`config.mk`:
```
export PLATFORM = sky130hd
export DESIGN_NAME = rgb_processor
export DESIGN_NICKNAME = d
export VERILOG_FILES = /design/src/rtl/rgb_processor.sv
export SDC_FILE = /design/constraint.sdc
export NUM_CORES = 1
export LEC_CHECK = 0
export ABC_AREA = 1
export BUFFER_PORTS_ARGS = -buffer_cell sky130_fd_sc_hd__clkbuf_2
export CELL_PAD_IN_SITES_DETAIL_PLACEMENT = 2
export CELL_PAD_IN_SITES_GLOBAL_PLACEMENT = 2
export CORE_MARGIN = 3
export CORE_UTILIZATION = 25
export CTS_BUF_LIST = sky130_fd_sc_hd__clkbuf_4 sky130_fd_sc_hd__clkbuf_8 sky130_fd_sc_hd__clkbuf_16
export DETAILED_ROUTE_END_ITERATION = 6
export PLACE_DENSITY_LB_ADDON = 0.08
export SLEW_MARGIN = 0
export SYNTH_ARGS = -nofsm -noshare
export SYNTH_HDL_FRONTEND = slang
export SYNTH_SLANG_ARGS = --single-unit
```
`constraint.sdc`:
```
create_clock -name clk -period 1.3 [get_ports clk]
set_clock_uncertainty 0.1 [all_clocks]
set_input_delay 0 -clock clk [delete_from_list [all_inputs] [get_ports clk]]
set_output_delay 0 -clock clk [all_outputs]
set_load 0.1 [all_outputs]
```
`src/rtl/rgb_processor.sv`:
```
// rgb_processor: three independent 8-bit colour channel registers.
//
// Each rising edge, in priority order:
//   rst               -> all channels cleared to 8'h00
//   write_enable_init -> channels loaded from r_in/g_in/b_in
//   otherwise         -> every channel steps by its own STEP_x, adding when s=0 and
//                        subtracting when s=1. With SATURATE=1 results clamp to
//                        8'h00/8'hFF; with SATURATE=0 they wrap modulo 256.
//
// Parameters:
//   STEP_R/STEP_G/STEP_B  per-channel step size (0 holds that channel while stepping)
//   SATURATE              1 = clamp at 0/255, 0 = modulo-256 wrap
//
// Ports:
//   clk                   sole clock, rising edge
//   rst                   synchronous active-high reset
//   r_in/g_in/b_in        load values
//   write_enable_init     load strobe
//   s                     step direction: 0 = add, 1 = subtract
//   r_out/g_out/b_out     channel registers, driven straight from flops
module rgb_processor #(
  parameter logic [7:0] STEP_R   = 8'd1,
  parameter logic [7:0] STEP_G   = 8'd1,
  parameter logic [7:0] STEP_B   = 8'd1,
  parameter bit         SATURATE = 1'b1
) (
  input  logic       clk,
  input  logic       rst,
  input  logic [7:0] r_in,
  input  logic [7:0] g_in,
  input  logic [7:0] b_in,
  input  logic       write_enable_init,
  input  logic       s,
  output logic [7:0] r_out,
  output logic [7:0] g_out,
  output logic [7:0] b_out
);

  logic [7:0] r_q, r_d;
  logic [7:0] g_q, g_d;
  logic [7:0] b_q, b_d;

  // One channel step computed at 9 bits. Bit 8 is the carry on add and the
  // borrow on subtract, so it doubles as the out-of-range flag for clamping.
  function automatic logic [7:0] step_chan(input logic [7:0] cur,
                                           input logic [7:0] step,
                                           input logic       sub);
    logic [8:0] sum;
    logic [8:0] diff;
    logic [7:0] res;
    sum  = {1'b0, cur} + {1'b0, step};
    diff = {1'b0, cur} - {1'b0, step};
    if (sub) begin
      res = (SATURATE && diff[8]) ? 8'h00 : diff[7:0];
    end else begin
      res = (SATURATE && sum[8]) ? 8'hFF : sum[7:0];
    end
    return res;
  endfunction

  always_comb begin
    r_d = r_q;
    g_d = g_q;
    b_d = b_q;
    if (write_enable_init) begin
      r_d = r_in;
      g_d = g_in;
      b_d = b_in;
    end else begin
      r_d = step_chan(r_q, STEP_R, s);
      g_d = step_chan(g_q, STEP_G, s);
      b_d = step_chan(b_q, STEP_B, s);
    end
  end

  always_ff @(posedge clk) begin
    if (rst) begin
      r_q <= 8'h00;
      g_q <= 8'h00;
      b_q <= 8'h00;
    end else begin
      r_q <= r_d;
      g_q <= g_d;
      b_q <= b_d;
    end
  end

  assign r_out = r_q;
  assign g_out = g_q;
  assign b_out = b_q;

endmodule

```
======== Word-level counts from Yosys, hierarchy flattened ========
Cells that the tools add are included.
operators by class
  add/sub/neg operators ................... 6
  muxes and demuxes ....................... 12
operators by type and width
  cell                                                                 number
  8-bit 2-to-1 mux                                                     12
  8-bit by 1-bit adder with 9-bit output (second input constant)       3
  8-bit by 1-bit subtractor with 9-bit output (second input constant)  3
word-level totals
  logic and storage cells ................. 21
  bits in registers ....................... 24
  input port bits ......................... 28
  output and inout port bits .............. 24

======== Longest topological paths before layout ========
  word-level depth ........................ 4
  gate-level depth with buffers ........... 11
  depth with buffers taken out ............ 11

======== Least setup slack after synthesis ========
No wires, ideal clock.
  path type ............................... register to register
  from .................................... reg g_q[0] (netlist: g_out[0])
  to ...................................... reg g_q[6] (netlist: g_out[6])
  arrival time ............................ 2.039 ns
  slack ................................... -0.895 ns
  stages on the path, launching flop included .. 12
  buffers on the path ..................... 0
  clock period less this slack ............ 2.195 ns
  required time ........................... 1.144 ns
  setup time .............................. 0.056 ns
  path through ............................ dfxtp_1 > inv_1 > ha_1 > nand3_2 > inv_1 > nand2_1 > nand2_1 > nand2_1 > nand2_1 > nand3_1 > nand2_1 > inv_1
on the way
  longest elaborated chain between the ends .. 4
  elaborated cells on any way between the ends .. 6
  those cells by class .................... 2 x add/sub; 4 x mux
RTL lines
  what                                                                                                   line    text
  start, declared                                                                                        40      logic [7:0] g_q, g_d;
  start signal, assigned                                                                                 83      g_q <= g_d;
  8-bit by 1-bit adder with 9-bit output or 8-bit by 1-bit subtractor with 9-bit output (tied branches)  51, 52
  8-bit 2-to-1 mux (on tied branches)                                                                    56, 54
  8-bit 2-to-1 mux *                                                                                     53      if (sub) begin
  8-bit 2-to-1 mux *                                                                                     65      if (write_enable_init) begin
Mark *: on every way between the ends. The rest lies on a longest branch, timed or not.
A chain may end at the register's enable or synchronous reset.

======== Worst setup path in the final report ========
  from .................................... reg g_q[0] (netlist: g_out[0])
  to ...................................... reg g_q[7] (netlist: g_out[7])
Same word-level chain as after synthesis.

==> results.md <==
- Num CTS Buffers: 3
- Clk pwr share: 0.213
- Final non-filler cell area: ~3600 µm²
- Core area: around 8300 µm²
- Skew-Pair Late Insertion Delay: around 0.28 ns
- Max-slew violation count: 0
- Clock H-tree levels: 1
- Min Tclk post-route: around 1.4 ns
- Worst setup margin: -0.1315 ns
- Drt via density: between 4 and 5
- 1st-iter DRT viols: 58
- Net Sw Frac: 0.4609
- Synth warnings: 0
- Critical path, cell by cell: inv_4, ha_4, nand3_4, nor2_4, nor2_4, nand3_1, nand3_1, nand2_1, inv_1
- Initial Util: 0.2599
- Synth Area in Adders: 0.03480
- Final Util: 0.4372
- Initial antenna violation count: 0
- Reg area: 570.5 µm²
- Final setup viols: 24
- Vias: around 2,700
- Status: finished with violations
- Clk root buf: clkbuf_8
- Routed wire per std cell: between 15 and 20 µm
- Mapped Nets: roughly 400
- Post-synthesis sequential area ratio: 0.2227
- Critical Path RT: between 1 and 1.5 ns
- # rows: 33
- Multiplexer share of the synthesized area: 0
- Final antenna diode count: 0
- Drt total wl: roughly 9.4 mm
- MaxCap Viol Count: 0
- P_sw: about 1.6 mW
- Slowest CP cell: dfxtp_4
- Fin crit share: 1.101
- Unique masters post-synth: 28
- Clock-pin slew on the worst setup and hold paths: 0.11 ns
- IO Count: 52
- Worst min path class: in2reg
- Gate power share: 0.505
- Worst IR Drop VDD: ~0.43 mV
- Sequential power share: 0.283
- Non-Filler Instances: a little under 600
- Multi-input gate area: about 1700 µm²
- Placed cells: roughly 540
- Clock Sinks: 24
- Final HPWL DP: about 7 mm
- Worst EP arrival: 1.56 ns
- Global route total overflow: 0
- Antenna-violating nets left: 0
- Overall die width: slightly below 100 µm
- Slowest cell delay on critical path: roughly 0.42 ns
- Synth Area in Simple Gates: 0.4449
- Post-Syn Instances: approximately 370
- Router iterations before antenna repair: 4
- Die ar.: around 10000 µm²
- #FFs+latches synth: 24
- Fraction of layout cells with a size suffix above 1: 0.4322
- Max Clk Rate: ~0.7 GHz
- Mapped Area: between 2000 and 2500 µm²
- GRT Util Overall: 0.1937
- Most common cell after layout, fill and taps aside: nand2_1
- Port Buffers: 51
- Synth Area in XOR/XNOR: 0.04466
- Design Power: approximately 3.4 mW
- Startpoint types: flop
- DP Area: about 3000 µm²
- Failing checks: negative setup slack
- Clk buf depth: 2
- Final Hold Vio Count: 0
- Worst hold margin: 0.09322 ns
- Internal Pwr Total: ~1.8 mW
- Routability congestion estimate: between 0.7 and 0.8
- Most frequent cells in the layout: nand2_1, buf_4, nor2_1
- Leak pwr: approximately 1.7 nW
- Avg Cell Area, Syn: a little under 6 µm²
- Post-synthesis to final-layout area growth: 68.21%
- NumNets Final: between 500 and 600
- RSZ-0062 raised after global routing: yes
- Largest net degree at the start of global routing: 16
- Main combinational cell family by area after synthesis: simple AND/OR/NAND/NOR gates
- FILL cells: ~980
- Vias in the first global route: ~3,100
- # DRC: 0
- First-pass GRT wire length: ~15 mm
- Die height: ~99 µm
- Max FO, Critical Path: 6
- Max-slew headroom: 0.7832
- CP endpoint kind: flop
- Compound-Gate Fraction of Synth Area: 0.1323
- Worst-margin pin slew: approximately 0.32 ns
- CP Class: reg2reg
- CTS tree: built
- Pwr dens: between 900 and 1000 nW/µm²
final cells by class:
class                           instances  share of cell area
Tap cell                              105             0.03621
Timing Repair Buffer                  121              0.2638
Inverter                               47             0.05207
Clock buffer                            3             0.01138
Sequential cell                        24              0.1572
Clock inverter                          1            0.008276
Multi-Input combinational cell        283              0.4710
power by group through the flow:
stage | logic, mW | registers [mW] | clock network, mW
2_1_floorplan | 0.657 | 1.38 | 0
3_3_place_gp | 1.50 | 0.966 | 0
3_5_place_dp | 1.53 | 0.971 | 0
4_1_cts | 1.64 | 0.955 | 0.752
5_1_grt | 1.86 | 0.976 | 0.775
6_report | 1.71 | 0.959 | 0.722
state kept, by name, summed over array words and instances, names as in the netlist:
register  count
b_out         8
g_out         8
r_out         8
logic make-up (layout without fill, tap and decap cells):
family	after synthesis	count (layout)
AOI/OAI and AO/OA	53	53
xor gates and xnor gates	11	11
and+or+nand+nor	213	213
buffers and inverters	62	172
DFF	24	24
adders and majority gates	6	6
layer usage:
layer,global-route usage,routed length (µm)
met1,0.2388,4125
met2,0.3636,4963
met3,0.02689,227
met4,0.02416,36
met5,0,0
critical path, delay by kind of cell, from the launching register on:
family        cells  cell delay, ns
simple gates      6            0.60
buf+inv           2            0.10
fa+ha+maj         1            0.16
flops             1            0.42
worst paths after layout:
| check | startpoint | endpoint | slack [ns] | cells past startpoint |
|---|---|---|---|---|
| setup reg to reg | g_out[0] | g_out[7] | -0.13 | 9 |
| setup / recovery | g_out[0] | g_out[7] | -0.13 | 9 |
| hold reg to reg | g_out[0] | g_out[0] | 0.55 | 3 |
| hold / removal | write_enable_init | b_out[5] | 0.09 | 7 |
Yosys cell counts:
cell,count,share of area
ha_1,6,0.035
buf_2,5,0.012
o21ai_1,1,0.0023
nor2_2,4,0.012
dfxtp_1,24,0.22
xnor2_1,2,0.0081
nor2_4,7,0.037
o21ai_0,32,0.074
clkbuf_1,3,0.0052
nand2_1,76,0.13
inv_1,42,0.073
nor2_1,74,0.13
a21oi_1,11,0.026
nand2_2,6,0.017
o211ai_1,1,0.0035
clkbuf_2,2,0.0046
nor3_1,2,0.0046
xor2_1,9,0.037
nand3_2,4,0.019
a21oi_2,1,0.0041
buf_4,5,0.017
o21bai_1,2,0.0070
nand4_1,3,0.0087
o21ai_2,1,0.0041
a31oi_1,4,0.012
inv_2,5,0.0087
and2_1,1,0.0029
nand3_1,36,0.084
stage by stage:
stage          setup slack [ns]  TNS (ns)
3_3_place_gp           -0.09990   -0.8017
3_5_place_dp            -0.1048    -1.400
6_report                -0.1315    -1.697
2_1_floorplan           -0.1694    -3.310
4_1_cts                 -0.1164    -1.530
5_1_grt                 -0.2442    -4.043
timing repair:
item | in CTS | in global routing
hold endpoints to repair | 23 | 0
hold buffers | 25 | 0
setup buffers | 6 | 5
gates resized for setup | 19 | 31
pin swaps | 19 | 12
setup endpoints to repair | 22 | 24
Note: power is estimated with default switching activity, not from simulation.
